[config.mk]
export PLATFORM = sky130hd
export DESIGN_NAME = chunked_mag_comparator
export DESIGN_NICKNAME = d
export VERILOG_FILES = /design/src/rtl/comparator_pkg.sv /design/src/rtl/cmp_chunk.sv /design/src/rtl/chunked_mag_comparator.sv
export SDC_FILE = /design/constraint.sdc
export NUM_CORES = 1
export LEC_CHECK = 0
export ABC_CLOCK_PERIOD_IN_PS = 3400
export CAP_MARGIN = 20
export CORE_UTILIZATION = 55
export DETAILED_ROUTE_END_ITERATION = 8
export GPL_TIMING_DRIVEN = 0
export PLACE_DENSITY = 0.95
export SLEW_MARGIN = 20
export SYNTH_ARGS = -nofsm -noshare
export SYNTH_HDL_FRONTEND = slang
export SYNTH_SLANG_ARGS = --single-unit
[constraint.sdc]
create_clock -name clk -period 3.4 [get_ports clk]
set_input_delay 0.68 -clock clk [delete_from_list [all_inputs] [get_ports clk]]
set_output_delay 0.68 -clock clk [all_outputs]
set_load 0.01 [all_outputs]
[src/rtl/comparator_pkg.sv]
// Shared types and configuration check for the chunked magnitude comparator.
package comparator_pkg;

    typedef enum logic [1:0] {
        IDLE = 2'd0,
        CMP  = 2'd1,
        DONE = 2'd2
    } state_t;

    typedef enum logic [1:0] {
        RES_EQ = 2'd0,
        RES_GT = 2'd1,
        RES_LT = 2'd2
    } result_t;

    // Operand width must split into a whole number of non-empty chunks.
    function automatic bit chunk_cfg_ok(input int width, input int chunk);
        return (chunk >= 1) && (chunk <= width) && ((width % chunk) == 0);
    endfunction

endpackage

[src/rtl/cmp_chunk.sv]
// Unsigned compare of one CHUNK-bit slice; generalisation of the 2-bit comparator.
module cmp_chunk #(
    parameter int CHUNK = 4
) (
    input  logic [CHUNK-1:0] x,
    input  logic [CHUNK-1:0] y,
    output logic             gt,
    output logic             lt
);

    // Per-chunk relation; equality is implied when neither flag is set.
    always_comb begin
        gt = (x > y);
        lt = (x < y);
    end

endmodule

[src/rtl/chunked_mag_comparator.sv]
// Multi-cycle WIDTH-bit magnitude comparator, MSB chunk first, valid/ready on both sides.
// Optional build macro COMPARATOR_EARLY_EXIT_EN stops on the first differing chunk.
module chunked_mag_comparator
    import comparator_pkg::*;
#(
    parameter  int WIDTH  = 16,
    parameter  int CHUNK  = 4,
    localparam int NCHUNK = WIDTH / CHUNK,
    localparam int CW     = $clog2(NCHUNK + 1)
) (
    input  logic             clk,
    input  logic             rst_n,
    input  logic             in_valid,
    output logic             in_ready,
    input  logic [WIDTH-1:0] a,
    input  logic [WIDTH-1:0] b,
    input  logic             signed_mode,
    output logic             out_valid,
    input  logic             out_ready,
    output logic             a_grt,
    output logic             b_grt,
    output logic             a_eq_b,
    output logic [CW-1:0]    cmp_cycles,
    output logic             busy
);

    localparam int IW = (NCHUNK > 1) ? $clog2(NCHUNK) : 1;

    if (!chunk_cfg_ok(WIDTH, CHUNK)) begin : g_bad_cfg
        $fatal(1, "chunked_mag_comparator: WIDTH must be a multiple of CHUNK");
    end

    state_t           state_r;
    result_t          dec_r;
    result_t          dec_next_s;
    logic [WIDTH-1:0] a_r;
    logic [WIDTH-1:0] b_r;
    logic [IW-1:0]    idx_r;
    logic [CW-1:0]    cnt_r;
    logic [CW-1:0]    cnt_next_s;
    logic [WIDTH-1:0] sign_flip_s;
    logic [CHUNK-1:0] chunk_a_s;
    logic [CHUNK-1:0] chunk_b_s;
    logic             gt_s;
    logic             lt_s;
    logic             exit_s;
    logic             in_ready_r;
    logic             out_valid_r;
    logic             a_grt_r;
    logic             b_grt_r;
    logic             a_eq_b_r;
    logic [CW-1:0]    cmp_cycles_r;
    logic             busy_r;

    // Flipping the sign bit maps two's complement onto offset binary, so the
    // chunk datapath only ever needs an unsigned compare.
    always_comb begin
        sign_flip_s            = {WIDTH{1'b0}};
        sign_flip_s[WIDTH-1]   = signed_mode;
    end

    // Select the chunk currently under comparison.
    always_comb begin
        chunk_a_s = CHUNK'(a_r >> (int'(idx_r) * CHUNK));
        chunk_b_s = CHUNK'(b_r >> (int'(idx_r) * CHUNK));
    end

    cmp_chunk #(.CHUNK(CHUNK)) u_cmp_chunk (
        .x  (chunk_a_s),
        .y  (chunk_b_s),
        .gt (gt_s),
        .lt (lt_s)
    );

    // First differing chunk decides; later chunks never override it.
    always_comb begin
        dec_next_s = dec_r;
        if (dec_r == RES_EQ) begin
            if (gt_s) begin
                dec_next_s = RES_GT;
            end else if (lt_s) begin
                dec_next_s = RES_LT;
            end else begin
                dec_next_s = RES_EQ;
            end
        end else begin
            dec_next_s = dec_r;
        end
        cnt_next_s = cnt_r + CW'(1);
`ifdef COMPARATOR_EARLY_EXIT_EN
        exit_s = (idx_r == {IW{1'b0}}) || (dec_next_s != RES_EQ);
`else
        exit_s = (idx_r == {IW{1'b0}});
`endif
    end

    // Control FSM with all handshake and result outputs registered.
    always_ff @(posedge clk or negedge rst_n) begin
        if (!rst_n) begin
            state_r      <= IDLE;
            dec_r        <= RES_EQ;
            a_r          <= {WIDTH{1'b0}};
            b_r          <= {WIDTH{1'b0}};
            idx_r        <= {IW{1'b0}};
            cnt_r        <= {CW{1'b0}};
            in_ready_r   <= 1'b0;
            out_valid_r  <= 1'b0;
            a_grt_r      <= 1'b0;
            b_grt_r      <= 1'b0;
            a_eq_b_r     <= 1'b0;
            cmp_cycles_r <= {CW{1'b0}};
            busy_r       <= 1'b0;
        end else begin
            case (state_r)
                IDLE: begin
                    if (in_valid && in_ready_r) begin
                        a_r          <= a ^ sign_flip_s;
                        b_r          <= b ^ sign_flip_s;
                        idx_r        <= IW'(NCHUNK - 1);
                        dec_r        <= RES_EQ;
                        cnt_r        <= {CW{1'b0}};
                        cmp_cycles_r <= {CW{1'b0}};
                        in_ready_r   <= 1'b0;
                        busy_r       <= 1'b1;
                        state_r      <= CMP;
                    end else begin
                        in_ready_r   <= 1'b1;
                    end
                end
                CMP: begin
                    cnt_r <= cnt_next_s;
                    dec_r <= dec_next_s;
                    if (exit_s) begin
                        out_valid_r  <= 1'b1;
                        a_grt_r      <= (dec_next_s == RES_GT);
                        b_grt_r      <= (dec_next_s == RES_LT);
                        a_eq_b_r     <= (dec_next_s == RES_EQ);
                        cmp_cycles_r <= cnt_next_s;
                        state_r      <= DONE;
                    end else begin
                        idx_r        <= idx_r - IW'(1);
                    end
                end
                DONE: begin
                    if (out_ready) begin
                        out_valid_r <= 1'b0;
                        a_grt_r     <= 1'b0;
                        b_grt_r     <= 1'b0;
                        a_eq_b_r    <= 1'b0;
                        busy_r      <= 1'b0;
                        state_r     <= IDLE;
                    end else begin
                        state_r     <= DONE;
                    end
                end
                default: begin
                    out_valid_r <= 1'b0;
                    a_grt_r     <= 1'b0;
                    b_grt_r     <= 1'b0;
                    a_eq_b_r    <= 1'b0;
                    in_ready_r  <= 1'b0;
                    busy_r      <= 1'b0;
                    state_r     <= IDLE;
                end
            endcase
        end
    end

    assign in_ready   = in_ready_r;
    assign out_valid  = out_valid_r;
    assign a_grt      = a_grt_r;
    assign b_grt      = b_grt_r;
    assign a_eq_b     = a_eq_b_r;
    assign cmp_cycles = cmp_cycles_r;
    assign busy       = busy_r;

endmodule

==> impl_metrics.env, run 1 <==
export IMPL_clock_latency_ns=0.32
export IMPL_n_antenna_cell=0
export IMPL_crit_arrival_ns=2.67
export IMPL_slew_headroom_pct=61.0
export IMPL_comb_power_share_pct=45.7
export IMPL_finalCriticalPeriod_ns=2.45
export IMPL_cts_tree="built"
export IMPL_final_nets=286
export IMPL_yosys_top_cells_area="dfrtp_1 (52%), mux2_2 (15%), mux4_2 (7.5%)"
export IMPL_fin_hold_ws_ns=0.332
export IMPL_hpwl_mm=3.45
export IMPL_register_area_sq_um=1250
export IMPL_clock_path_buffers=2
export IMPL_grt_busiest_layer="met2"
export IMPL_die_h_microns=68.2
export IMPL_io_buffers=45
export IMPL_crit_end="a_eq_b"
export IMPL_grt_use_met2_pct=36.8
export IMPL_crit_fanout=10
export IMPL_dr_pass1_iters=4
export IMPL_min_period_over_period_pct=72.0
export IMPL_num_io_pins=46
export IMPL_cts_made_buffers=5
export IMPL_start_kind="register"
export IMPL_postSynthCellCount=187
export IMPL_synthXorXnorAreaFrac_pct=0.727
export IMPL_setup_viol=0
export IMPL_fillers=284
export IMPL_r2r_cells=7
export IMPL_grt_pass1_vias=1631
export IMPL_gr_usage_met3_pct=4.17
export IMPL_clock_sinks=50
export IMPL_place_ws_ns=0.969
export IMPL_reg2reg_to="a_eq_b"
export IMPL_grt_first_pass_wirelength_mm=7.75
export IMPL_final_cell_mix="dfrtp_1 (50), clkdlybuf4s50_1 (44), mux2_2 (32), inv_1 (12), nand2_1 (12)"
export IMPL_placementRows=23
export IMPL_synth_compound_area_share_pct=10.1
export IMPL_gp_congestion=0.773
export IMPL_rsz0062_at_grt="no"
export IMPL_synthAdderAreaFrac_pct=4.67
export IMPL_gr_total_overflow=0
export IMPL_vias=1682
export IMPL_fmax_mhz=409
export IMPL_clk_pin_slew_ns=0.10
export IMPL_cts_hold_buf=0
export IMPL_grt_util_all_layers_pct=23.7
export IMPL_finalSetupTns_ns=0
export IMPL_multiInputGateArea_sq_um=1080
export IMPL_grt_max_degree=28
export IMPL_first_iter_violations=135
export IMPL_synth_area_per_cell_sq_um=12.9
export IMPL_critical_path_reg2reg_startpoint="idx_r[0]"
export IMPL_yosysSeqAreaShare_pct=51.9
export IMPL_post_cts_buffers=0
export IMPL_intPower_uw=1720
export IMPL_sw_frac_of_total_pct=35.6
export IMPL_netlist_area_sq_um=2410
export IMPL_switchingPower_uw=947
export IMPL_mostFrequentLayoutCell="dfrtp_1"
export IMPL_synth_simple_area_share_pct=6.28
export IMPL_yosysUniqueCellTypes=34
export IMPL_cp_end_kind="register"
export IMPL_crit_required_ns=3.62
export IMPL_yosysTopAreaCell="dfrtp_1"
export IMPL_synth_top_family_by_area="multiplexers"
export IMPL_root_buffer="clkbuf_8"
export IMPL_avgViaCountPerCell=5.78
export IMPL_finalHoldViolCount=0
export IMPL_hold_class="input pin to asynchronous set/reset pin"
export IMPL_power_density_nw_per_um2=872
export IMPL_drive_gt1_share_pct=25.3
export IMPL_start_util_pct=58.6
export IMPL_vdd_drop_max_uv=407
export IMPL_r2r_slack_ns=0.95
export IMPL_place_area_sq_um=2940
export IMPL_finalPower_uw=2660
export IMPL_synth_mux_area_share_pct=22.8
export IMPL_p_clk_share_pct=16.4
export IMPL_synthesis_nets=233
export IMPL_status="complete, no violations"
export IMPL_antenna_found_initial=0
export IMPL_cts_resized=0
export IMPL_dieWidth_microns=68.2
export IMPL_slew_violations=0
export IMPL_yosysWarnings=0
export IMPL_p_leak_uw=0.00133
export IMPL_wl_per_cell_microns=16.3
export IMPL_ys_ff_latch=50
export IMPL_gr_usage_met1_pct=31.5
export IMPL_tightest_slew_ns=0.586
export IMPL_drt_antenna_violating_nets=0
export IMPL_h_tree_depth=2
export IMPL_p_seq_share_pct=37.9
export IMPL_drt_wl_total_mm=4.73
export IMPL_dieArea_sq_um=4650
export IMPL_drc=0
export IMPL_stdcell_area_sq_um=3050
export IMPL_synth_top_area_share_pct=51.9
export IMPL_worstSetupPathType="register to register"
export IMPL_fin_skew_ns=0.0149
export IMPL_cp_startpoint="idx_r[0]"
export IMPL_core_region_area_sq_um=4120
export IMPL_maxCapViolCount=0
export IMPL_area_growth_pct=26.7
export IMPL_layout_setup_ws_ns=0.952
worst min path at each step:
| stage | slack [ns] | from | endpoint | depth (start not counted) |
|---|---|---|---|---|
| after floorplan | 0.38 | rst_n | a_eq_b | 0 |
| after global placement | 0.46 | out_valid | out_valid | 2 |
| after detailed placement | 0.47 | out_valid | out_valid | 2 |
| after CTS | 0.35 | rst_n | cmp_cycles[0] | 1 |
| after global routing | 0.38 | rst_n | cmp_cycles[0] | 1 |
| final | 0.33 | rst_n | cmp_cycles[0] | 1 |
worst max-delay path, cell delays in order, from the launching register on:
cell	delay, ns
dfrtp_1	0.36
buf_2	0.32
mux4_2	0.57
ha_1	0.33
nor2b_1	0.13
o211ai_1	0.24
a31oi_1	0.18
a22o_1	0.22
registers in the layout, summed over array words and instances, names as in the netlist, 2 cells and up:
name / flops
dec_r: 2
a_r: 16
b_r: 16
idx_r: 2
state_r: 2
cmp_cycles: 3
cnt_r: 3
kinds of logic (layout without fill, tap and decap cells):
kind of cell	count (synthesis)	after routing
flops	50	50
mux	41	41
compound gates	35	35
simple gates	30	30
buf+inv	20	74
fa+ha+maj	9	9
xor+xnor	2	2
cell type report:
cell class / count / share of cell area (%)
Clock buffer: 5 / 2.25
Multi-Input combinational cell: 117 / 35.2
Tap cell: 50 / 2.05
Clock inverter: 3 / 1.56
Timing Repair Buffer: 46 / 15.2
Sequential cell: 50 / 41.0
Buffer: 8 / 1.23
Inverter: 12 / 1.47
synthesized netlist by cell type:
cell and n:
mux2_2 32, ha_1 9, xnor2_1 2, a21bo_2 1, o31ai_1 1, o32a_1 1
o21ai_2 1, o22ai_1 1, mux4_2 8, a41oi_1 1, nand2_1 12, nor2b_1 3
o41ai_1 1, dfrtp_1 50, a21o_1 1, nand3_2 2, o211ai_1 1, nor2_1 4
clkbuf_1 2, nand4_1 1, a31oi_1 3, a22oi_1 2, nor4_1 1, a22o_1 5
nand3_1 1, inv_1 12, o21ai_0 8, mux2i_1 1, nand2b_1 4, a21oi_1 6
nor3_1 2, a21boi_2 1, a32o_1 1, buf_2 6
per-layer routing:
metal	part of all wire (%)	routed length, microns	up-vias
li1	-	-	788
met5	0	0	-
met2	49	2340	52
met4	2.6	124	0
met3	3.6	172	10
met1	44	2090	832
power groups by stage:
stage	clock (uW)	combinational, uW	sequential [uW]
2_1_floorplan	0	907	971
3_3_place_gp	0	1140	990
3_5_place_dp	0	1210	1010
4_1_cts	441	1220	1010
5_1_grt	469	1350	1040
6_report	438	1220	1010
stage by stage:
| stage | util (%) | std cells |
|---|---|---|
| after global routing | 74.2 | 291 |
| after global placement | 71.0 | 282 |
| final | 74.2 | 291 |
| after CTS | 74.2 | 291 |
| after detailed placement | 71.4 | 283 |
| after floorplan | - | 187 |
No activity file was read; power rests on OpenSTA's default activity.
==> run 2: changes to the inputs <==
Settings changed: ABC_CLOCK_PERIOD_IN_PS 3400 to 2000, CORE_UTILIZATION 55 to 46, PLACE_DENSITY 0.95 to 0.86.
Clock period 3.4 ns to 2 ns, I/O delays scaled along.
==> impl_metrics.env, run 2 (synthesis results as in run 1) <==
export IMPL_status="complete, but fails checks"
export IMPL_violations="setup timing"
export IMPL_hpwl_mm=3.40
export IMPL_setup_viol=5
export IMPL_dieArea_sq_um=5530
export IMPL_fin_skew_ns=0.00575
export IMPL_finalCriticalPeriod_ns=2.19
export IMPL_worstSetupPathType="register to register"
export IMPL_cts_tree="built"
export IMPL_cp_end_kind="register"
export IMPL_antenna_found_initial=0
export IMPL_avgViaCountPerCell=5.31
export IMPL_crit_arrival_ns=2.39
export IMPL_cpMaxStageDelayCell="dfrtp_1"
export IMPL_fillers=367
export IMPL_hold_class="input pin to asynchronous set/reset pin"
export IMPL_slew_headroom_pct=61.9
export IMPL_root_buffer="clkbuf_8"
export IMPL_finalHoldViolCount=0
export IMPL_worst_path_buf_inv=1
export IMPL_final_cell_mix="dfrtp_1 (50), clkdlybuf4s50_1 (44), mux2_2 (32), nand2_1 (12), inv_1 (11)"
export IMPL_grt_pass1_vias=1655
export IMPL_crit_fanout=10
export IMPL_first_iter_violations=51
export IMPL_drive_gt1_share_pct=28.0
export IMPL_clock_sinks=50
export IMPL_maxCapViolCount=0
export IMPL_max_stage_delay_ns=0.64
export IMPL_gp_congestion=0.752
export IMPL_dieWidth_microns=74.4
export IMPL_h_tree_depth=2
export IMPL_n_antenna_cell=0
export IMPL_grt_util_all_layers_pct=19.5
export IMPL_clk_pin_slew_ns=0.09
export IMPL_drt_antenna_violating_nets=0
export IMPL_cp_top_family="flip-flops"
export IMPL_vdd_drop_max_uv=654
export IMPL_final_nets=288
export IMPL_min_period_over_period_pct=109
export IMPL_top_regs="a_r (16), b_r (16)"
export IMPL_slew_violations=0
export IMPL_placementRows=25
export IMPL_clock_path_buffers=2
export IMPL_mostFrequentLayoutCell="dfrtp_1"
export IMPL_drc=0
export IMPL_fmax_mhz=458
export IMPL_p_leak_uw=0.00135
export IMPL_grt_max_degree=28
export IMPL_io_buffers=45
export IMPL_start_kind="register"
export IMPL_gr_total_overflow=0
export IMPL_drt_wl_total_mm=4.64
export IMPL_post_route_util_pct=64.2
export IMPL_grt_first_pass_wirelength_mm=7.84
export IMPL_r2r_slack_ns=-0.19
export IMPL_die_h_microns=74.4
export IMPL_vias=1646
export IMPL_place_ws_ns=-0.363
export IMPL_core_region_area_sq_um=4880
export IMPL_start_util_pct=49.4
export IMPL_power_density_nw_per_um2=1500
export IMPL_area_growth_pct=29.9
export IMPL_cts_made_buffers=5
export IMPL_layout_setup_ws_ns=-0.185
export IMPL_finalSetupTns_ns=-0.742
export IMPL_tightest_slew_ns=0.571
export IMPL_crit_required_ns=2.21
export IMPL_dr_pass1_iters=4
export IMPL_num_io_pins=46
export IMPL_finalPower_uw=4700
export IMPL_worstPathCellList="mux4_2 > inv_2 > ha_4 > nor2b_1 > o211ai_1 > a31oi_1 > a22o_1"
export IMPL_rsz0062_at_grt="yes"
export IMPL_clock_latency_ns=0.31
export IMPL_fin_hold_ws_ns=0.0778
export IMPL_wl_per_cell_microns=15.0
-- run 2: metal layers --
metal / up-vias / wire length, microns / track usage (%)
li1: 787 / - / -
met2: 37 / 2350 / 30.8
met5: - / 0 / 0
met4: 0 / 81 / 7.55
met1: 816 / 2010 / 25.9
met3: 6 / 190 / 5.15
-- run 2: final timing paths --
| check | from | end | cells past startpoint |
|---|---|---|---|
| min in group clk | b_r[15] | b_r[15] | 2 |
| worst min-delay path | rst_n | idx_r[0] | 1 |
| worst max-delay path | idx_r[1] | a_eq_b | 7 |
| worst min register to register | b_r[15] | b_r[15] | 2 |
| max in group asynchronous | rst_n | b_r[7] | 2 |
| worst max register to register | idx_r[1] | a_eq_b | 7 |
-- run 2: power by group --
| group | total [uW] | internal (uW) | switching [uW] | leakage (uW) |
|---|---|---|---|---|
| registers | 1740 | 1450 | 288 | 0.000613 |
| logic | 2360 | 1280 | 1080 | 0.000686 |
| clock network | 604 | 279 | 325 | 0.0000482 |
-- run 2: cell type report --
class                      instances  area [sq um]  area share (%)
timing repair buffer              49           488            15.6
clock buffer                       7          86.3            2.76
sequential                        50          1250            40.0
tap                               67          83.8            2.68
buffer                             7          43.8            1.40
clock inverter                     1          5.00           0.160
inverter                          12          45.0            1.44
multi-input combinational        117          1130            36.0
-- run 2: through the flow --
stage               instance area [sq um]  std cells
detailed placement                   2980        300
CTS                                  3120        310
global route                         3130        310
finish                               3130        310
global placement                     2960        299
floorplan                            2430        187
-- run 2: timing repair --
item	4_1_cts	5_1_grt
hold buffers	0	0
pin swaps	4	1
setup buffers	3	0
cloned	0	0
endpoints found under the setup margin	5	5
gates resized for setup	4	1
